--- src/rtl/game_logic.sv ---
// Snake game core: snake body, food and length on a cell grid, one-cell
// moves on each step strobe, collision/eat detection and per-pixel colouring.
module game_logic #(
    parameter int CELL     = 20,
    parameter int GRID_W   = 40,
    parameter int GRID_H   = 30,
    parameter int MAX_LEN  = 16,
    parameter int INIT_LEN = 3
) (
    input  logic        clk,
    input  logic        rst,
    input  logic        pix_en,
    input  logic        mover,
    input  logic [10:0] PixelX,
    input  logic [10:0] PixelY,
    input  logic [2:0]  accion,
    output logic [2:0]  RObtenido,
    output logic [2:0]  GObtenido,
    output logic [1:0]  BObtenido,
    output logic        reset
);

    typedef enum logic [2:0] {
        DIR_HOLD  = 3'd0,
        DIR_UP    = 3'd1,
        DIR_DOWN  = 3'd2,
        DIR_LEFT  = 3'd3,
        DIR_RIGHT = 3'd4
    } dir_e;

    localparam logic [5:0]  X_MAX    = 6'(GRID_W - 1);
    localparam logic [5:0]  X_SPAN   = 6'(GRID_W);
    localparam logic [5:0]  START_X  = 6'(GRID_W / 2);
    localparam logic [5:0]  FOOD_X0  = 6'(GRID_W * 3 / 4);
    localparam logic [4:0]  Y_MAX    = 5'(GRID_H - 1);
    localparam logic [4:0]  Y_SPAN   = 5'(GRID_H);
    localparam logic [4:0]  START_Y  = 5'(GRID_H / 2);
    localparam logic [4:0]  LEN_INIT = 5'(INIT_LEN);
    localparam logic [4:0]  LEN_MAX  = 5'(MAX_LEN);
    localparam logic [10:0] PIX_W    = 11'(GRID_W * CELL);
    localparam logic [10:0] PIX_H    = 11'(GRID_H * CELL);
    // Fixed-point reciprocal of CELL (Q16, rounded up); exact for pixels inside the grid.
    localparam int unsigned RECIP    = (65536 + CELL - 1) / CELL;

    logic [5:0]  seg_x [MAX_LEN];
    logic [4:0]  seg_y [MAX_LEN];
    logic [4:0]  len;
    logic [5:0]  food_x;
    logic [4:0]  food_y;
    logic [15:0] lfsr;

    logic [5:0]  nx, new_fx, cell_x;
    logic [4:0]  ny, new_fy, cell_y;
    logic        dir_ok, wall, hit, eat, step, game_over;
    logic        in_grid, is_head, is_body, is_food;
    logic [2:0]  r_n, g_n;
    logic [1:0]  b_n;

    // Next head position, wall/self collision and eat detection for a step.
    always_comb begin
        nx     = seg_x[0];
        ny     = seg_y[0];
        wall   = 1'b0;
        dir_ok = 1'b1;
        case (accion)
            DIR_UP:    if (seg_y[0] == '0)   wall = 1'b1; else ny = seg_y[0] - 5'd1;
            DIR_DOWN:  if (seg_y[0] == Y_MAX) wall = 1'b1; else ny = seg_y[0] + 5'd1;
            DIR_LEFT:  if (seg_x[0] == '0)   wall = 1'b1; else nx = seg_x[0] - 6'd1;
            DIR_RIGHT: if (seg_x[0] == X_MAX) wall = 1'b1; else nx = seg_x[0] + 6'd1;
            default:   dir_ok = 1'b0;
        endcase
        step = mover && !reset && dir_ok;
        eat  = (nx == food_x) && (ny == food_y);
        hit  = 1'b0;
        // The tail cell only counts when eating, since otherwise it moves away this step.
        for (int unsigned i = 1; i < MAX_LEN; i++) begin
            if (i < 32'(len) && (eat || i != 32'(len) - 1) &&
                seg_x[i] == nx && seg_y[i] == ny)
                hit = 1'b1;
        end
        game_over = step && (wall || hit);
        new_fx = (lfsr[5:0]  >= X_SPAN) ? lfsr[5:0]  - X_SPAN : lfsr[5:0];
        new_fy = (lfsr[12:8] >= Y_SPAN) ? lfsr[12:8] - Y_SPAN : lfsr[12:8];
    end

    // Free-running pseudo-random source; only rst re-seeds it.
    always_ff @(posedge clk or posedge rst) begin
        if (rst)
            lfsr <= 16'hACE1;
        else
            lfsr <= {lfsr[14:0], lfsr[15] ^ lfsr[13] ^ lfsr[12] ^ lfsr[10]};
    end

    // Game state: initialise on rst or game-over, otherwise advance on a step.
    always_ff @(posedge clk or posedge rst) begin
        if (rst) begin
            reset  <= 1'b0;
            len    <= LEN_INIT;
            food_x <= FOOD_X0;
            food_y <= START_Y;
            for (int unsigned i = 0; i < MAX_LEN; i++) begin
                seg_x[i] <= START_X - 6'(i);
                seg_y[i] <= START_Y;
            end
        end else begin
            reset <= game_over;
            if (game_over) begin
                len    <= LEN_INIT;
                food_x <= FOOD_X0;
                food_y <= START_Y;
                for (int unsigned i = 0; i < MAX_LEN; i++) begin
                    seg_x[i] <= START_X - 6'(i);
                    seg_y[i] <= START_Y;
                end
            end else if (step) begin
                for (int unsigned i = 1; i < MAX_LEN; i++) begin
                    seg_x[i] <= seg_x[i-1];
                    seg_y[i] <= seg_y[i-1];
                end
                seg_x[0] <= nx;
                seg_y[0] <= ny;
                if (eat) begin
                    if (len != LEN_MAX)
                        len <= len + 5'd1;
                    food_x <= new_fx;
                    food_y <= new_fy;
                end
            end
        end
    end

    // Pixel classification: cell lookup and colour priority head > body > food > background.
    always_comb begin
        cell_x  = 6'((28'(PixelX) * 28'(RECIP)) >> 16);
        cell_y  = 5'((28'(PixelY) * 28'(RECIP)) >> 16);
        in_grid = (PixelX < PIX_W) && (PixelY < PIX_H);
        is_head = (cell_x == seg_x[0]) && (cell_y == seg_y[0]);
        is_food = (cell_x == food_x) && (cell_y == food_y);
        is_body = 1'b0;
        for (int unsigned i = 1; i < MAX_LEN; i++) begin
            if (i < 32'(len) && cell_x == seg_x[i] && cell_y == seg_y[i])
                is_body = 1'b1;
        end
        r_n = '0;
        g_n = '0;
        b_n = '0;
        if (in_grid) begin
            if (is_head)      g_n = 3'd7;
            else if (is_body) g_n = 3'd4;
            else if (is_food) r_n = 3'd7;
            else              b_n = 2'd1;
        end
    end

    // Registered colour outputs, advanced at pixel rate.
    always_ff @(posedge clk or posedge rst) begin
        if (rst) begin
            RObtenido <= '0;
            GObtenido <= '0;
            BObtenido <= '0;
        end else if (game_over) begin
            RObtenido <= '0;
            GObtenido <= '0;
            BObtenido <= '0;
        end else if (pix_en) begin
            RObtenido <= r_n;
            GObtenido <= g_n;
            BObtenido <= b_n;
        end
    end

endmodule

--- config.mk ---
export PLATFORM = sky130hd
export DESIGN_NAME = game_logic
export DESIGN_NICKNAME = d
export VERILOG_FILES = /design/src/rtl/game_logic.sv
export SDC_FILE = /design/constraint.sdc
export NUM_CORES = 1
export LEC_CHECK = 0
export CAP_MARGIN = 5
export CORE_MARGIN = 1
export CORE_UTILIZATION = 50
export CTS_CLUSTER_SIZE = 28
export DETAILED_ROUTE_END_ITERATION = 7
export GPL_TIMING_DRIVEN = 0
export PLACE_DENSITY = 0.74
export SLEW_MARGIN = 10
export SYNTH_ARGS = -nofsm -noshare
export SYNTH_HDL_FRONTEND = slang
export SYNTH_SLANG_ARGS = --single-unit
export TNS_END_PERCENT = 30
--- constraint.sdc ---
create_clock -name clk -period 19.5 [get_ports clk]
set_input_delay 3.9 -clock clk [delete_from_list [all_inputs] [get_ports clk]]
set_output_delay 3.9 -clock clk [all_outputs]
set_load 0.01 [all_outputs]
Word level (Yosys, flattened, before mapping):

Cells that the tools add are included.

* flip-flop bits (word level): 217
* bits of input ports: 29
* output and inout port bits: 9
* word-level logic and storage cells: 343

* add/subtract/negate cells: 8
* multiply operators: 2
* $lt $le $gt $ge: 19
* equal/unequal tests: 88
* muxes and demuxes: 75
* bitwise operators: 3
* reductions and logical operators: 108

Operator list (count)
* $ne 4x32->1 const A: 8
* $eq 6x6->1: 33
* $mux 96: 2
* $eq 5x5->1: 33
* $mux 80: 2
* $ne 3x32->1 const A: 4
* $logic_and 1x1->1: 82
* $ne 2x32->1 const A: 2
* $mux 5: 10
* $lt 4x5->1 const A: 8
* $mux 1: 39
* $mux 6: 6
* $mux 3: 11
* $ne 1x32->1 const A: 1
* $lt 11x10->1 const B: 2
* $mul 11x12->22 const B: 1
* $mul 11x12->21 const B: 1
* $lt 3x5->1 const A: 4
* $logic_or 1x1->1: 16
* $pmux 6 s2: 1
* $add 5x1->5 const B: 2
* $lt 2x5->1 const A: 2
* $pmux 5 s2: 1
* $reduce_bool 2->1: 4
* 24 further kinds: 28

Longest topological paths before layout:

Gate-level depths: netlist of run 1.

* depth after elaboration: 28
* depth in mapped cells: 26
* depth with buffers taken out: 24

Least setup slack after synthesis of run 1:

Ideal clock, no wire load.

* path kind: input-to-reg
* start: input PixelX[9]
* end: register RObtenido[1]
* setup time: 119 ps
* arrival: 9299 ps
* required time: 19381 ps
* slack: 10083 ps
* cell stages on the path: 23
* buffers on the path: 1
* cell sequence: inv_1 > ha_1 > fa_1 > inv_1 > fa_1 > inv_1 > fa_1 > fa_1 > inv_1 > ha_1 > nand4_1 > or3_1 > a211oi_1 > o21ai_0 > and2_1 > buf_2 > xnor2_1 > or4_1 > nor4_1 > o21ai_0 > nand4_1 > nor3_1 > o21a_1

* longest elaborated chain between the ends: 24
* elaborated cells between the ends (all ways): 73
* classes of those cells: mul (1); order compare (1); eq/ne (17); mux (21); reduce/logical (33)

Ends and longest elaborated chain
* start: declaration: line 14 `input logic [10:0] PixelX,`
* $mul 11x12->22: line 134 `cell_x = 6'((28'(PixelX) * 28'(RECIP)) >> 16);`
* $eq 6x6->1: line 141 `if (i < 32'(len) && cell_x == seg_x[i] && cell_y == seg_y[i])`
* $logic_and 1x1->1 (2 in a row): line 141
* $mux 1 (15 in a row): line 141
* $mux 3: line 149 `else if (is_body) g_n = 3'd4;`
* $mux 3: line 148 `if (is_head) g_n = 3'd7;`
* $mux 3 (*): line 147 `if (in_grid) begin`
* $mux 3 (*): line 165 `end else if (pix_en) begin`
* $mux 3 (*): line 161 `end else if (game_over) begin`
* end signal: assignment: line 166 `RObtenido <= r_n;`
* end: declaration: line 17 `output logic [2:0] RObtenido,`

Mark *: on every way between the ends. The rest lies on a longest branch, timed or not. The select of a mux whose other input is x is not followed.
A chain may end at the register's enable or synchronous reset.

Final worst setup path of run 1:

* start: input PixelY[5]
* end: register BObtenido[0]

* longest elaborated chain between the ends: 23
* elaborated cells between the ends (all ways): 58
* classes of those cells: mul (1); order compare (1); eq/ne (17); mux (21); reduce/logical (18)

Ends and longest elaborated chain
* start: declaration: line 15 `input logic [10:0] PixelY,`
* $mul 11x12->21: line 135 `cell_y = 5'((28'(PixelY) * 28'(RECIP)) >> 16);`
* $eq 5x5->1: line 141
* $logic_and 1x1->1: line 141
* $mux 1 (15 in a row): line 141
* $mux 1: line 149
* $mux 1: line 148
* $mux 1 (*): line 147
* $mux 2 (*): line 165
* $mux 2 (*): line 161
* end signal: assignment: line 168 `BObtenido <= b_n;`
* end: declaration: line 19 `output logic [1:0] BObtenido,`

Marked as above.

==> results of run 1 <==
[cells in the mapped netlist, drive strengths merged, types with 44 or more instances]
| library cell | count | share of area [%] |
|---|---|---|
| a21oi | 84 | 2.1 |
| a31oi | 95 | 2.9 |
| buf | 61 | 1.6 |
| clkbuf | 80 | 1.5 |
| dfrtp | 94 | 11 |
| dfstp | 119 | 15 |
| fa | 62 | 6.1 |
| ha | 145 | 8.9 |
| inv | 266 | 4.9 |
| nand2 | 167 | 3.1 |
| nand3 | 110 | 2.7 |
| nor2 | 154 | 2.9 |
| nor3 | 49 | 1.3 |
| o21ai | 90 | 2.2 |
| xnor2 | 291 | 13 |
| xor2 | 44 | 1.9 |
[final cells by class]
| cell class | count | area, sq um |
|---|---|---|
| Buffer | 141 | 630.6 |
| Clock buffer | 35 | 703.2 |
| Antenna cell | 7 | 17.52 |
| Multi-Input combinational cell | 1737 | 13370 |
| Timing Repair Buffer | 39 | 400.4 |
| Inverter | 267 | 1010 |
| Fill cell | 3648 | 17670 |
| Clock inverter | 10 | 67.56 |
| Tap cell | 525 | 656.9 |
| Sequential cell | 213 | 5479 |
[cell families after synthesis]
family                   after synthesis  synth area share (%)
AO/OA/AOI/OAI                        479                 15.93
XOR/XNOR                             355                 16.65
multiplexers                           7                0.3607
other                                  1               0.01832
flip-flops                           213                 26.77
buffers and inverters                408                 7.979
AND/OR/NAND/NOR                      688                 17.35
adder cells (fa/ha/maj)              207                 14.93
[final timing paths]
path | from | to | depth (start not counted)
worst max-delay path | PixelY[5] | BObtenido[0] | 25
worst min-delay path | lfsr[6] | lfsr[7] | 0
worst max register to register | seg_x[90] | seg_x[94] | 18
worst min register to register | lfsr[6] | lfsr[7] | 0
max in group asynchronous | rst | BObtenido[0] | 3
min in group asynchronous | rst | seg_x[25] | 2
[state kept, by name, summed over array words and instances (netlist names)]
register and cells:
food_x 6, BObtenido 1, len 5, reset 1, seg_x 96, seg_y 80
food_y 5, RObtenido 1, GObtenido 2, lfsr 16
[per-layer routing]
layer	wire length (um)	share of wire, %	global-route usage (%)	vias up
li1	-	-	-	8345
met1	33470	37	53.49	9361
met2	38980	43	67.02	1273
met3	9888	11	11.18	386
met4	7742	8.6	30.62	0
met5	0	0	0	-
[per-stage QoR]
stage | instances | cell area [sq um] | utilization (%) | hold slack [ns]
after detailed placement | 2922 | 21540 | 53.85 | 0.3490
after floorplan | 2358 | 20460 | - | 0.3330
after CTS | 2967 | 22310 | 55.78 | 0.3619
final | 2974 | 22340 | 55.84 | 0.3586
after global placement | 2919 | 21480 | 53.70 | 0.3446
after global routing | 2967 | 22320 | 55.79 | 0.3606
[critical path: cells and delay by family]
kind | cells | cell delay [ns]
xor gates and xnor gates | 1 | 0.15
and+or+nand+nor | 7 | 2.40
AOI/OAI and AO/OA | 4 | 0.54
buffers and inverters | 7 | 2.60
adders and majority gates | 6 | 2.65
==> results.cfg, run 1 <==
[yosys]
synth_area_per_cell_sq_um = 8.679
synth_edf_count = 0
postSynthCellCount = 2358
syn_area_sq_mm = 0.02046
ys_seq_area_share_pct = 26.77
synthArstFlopShare_pct = 100.0
synth_flop_cell = dfstp_2
yosysWarnings = 0
ys_types = 103
syn_nets = 2594
ys_ff_latch = 213

[global_route]
gr-total-overflow = 0
grt_first_pass_wirelength_um = 129600
antenna_found_initial = 6
grt_use_total_pct = 43.67
grt_max_degree = 114
grt_pass1_vias = 18790

[finish]
drive_above_1_share_pct = 10.85
layout_commonest_cell = xnor2_1
nNetsFinal = 2660
area_growth_pct = 9.153
final_cell_mix = 288 x xnor2_1, 265 x inv_1, 165 x nand2_1

[clocking]
ctsHoldBuffers = 0
cts_root_buf = clkbuf_16
cts_tree = done
cts_resized = 0
cts_buffers = 25
cts_setup_buffers = 0
clk_pin_slew_ns = 0.06
clk_latency_ns = 0.57
clk_path_buf_depth = 3
h-tree-depth = 1
cts_sinks = 213

[timing]
drv_slew = 0
setup_slack_ns = 7.694
fin_skew_ns = 0.02737
finalCritPeriodShare_pct = 60.54
tightestPinTransition_ns = 1.314
fmax_ghz = 0.08470
hold_viol = 0
grt_setup_unrepaired = false
finalCriticalPeriod_ns = 11.81
slew_headroom_pct = 11.62
finalSetupViolations = 0
final.setup.tns_ns = 0

[place]
port_buffers = 36
place_congestion = 1.116
hpwlAfterDp_um = 71250
dp_slack_ns = 7.477

[drt]
wirelength_um = 90080
first_pass_iters = 6
vias_per_cell = 6.511
vias = 19370
initialDrtViolationCount = 2739
drc_errors = 0
ant_nets = 0
wl_per_cell_um = 30.29

[floorplan]
coreArea_sq_mm = 0.04001
initial_utilization_pct = 51.15
die_x_um = 204.3
die_y_um = 204.3
io_pins = 38
dieArea_sq_mm = 0.04174
num_rows = 73

[critical_path]
path_class = in -> reg
worstPathArrival_ns = 12.25
start_kind = input pin
r2r_slack_ns = 12.78
slowest_delay_ns = 1.01
slowest_stage = clkbuf_1
crit_fanout = 10
critPathRequiredTime_ns = 19.94
cp-end-kind = flip-flop

[job]
cap_violations = 0

[run_status]
status = finished, final reports clean

[min_path]
min_path_type = reg -> reg
Power of run 1 is not shown: default switching activity piles up to over one toggle a cycle in this logic, so the estimate is an artifact.
==> inputs of run 2 (changes only) <==
clock period = 11.7 ns   (was 19.5 ns; I/O delays follow)
==> results of run 2 <==
Same layout as run 1 (identical final DEF). Status: finished, final reports clean.
Among the figures that moved: setup slack after placement 7.477 ns -> 1.237 ns; setup slack after layout 7.694 ns -> 1.454 ns; register-to-register setup slack 12.78 ns -> 4.98 ns
Power of run 2 is left out for the same reason.
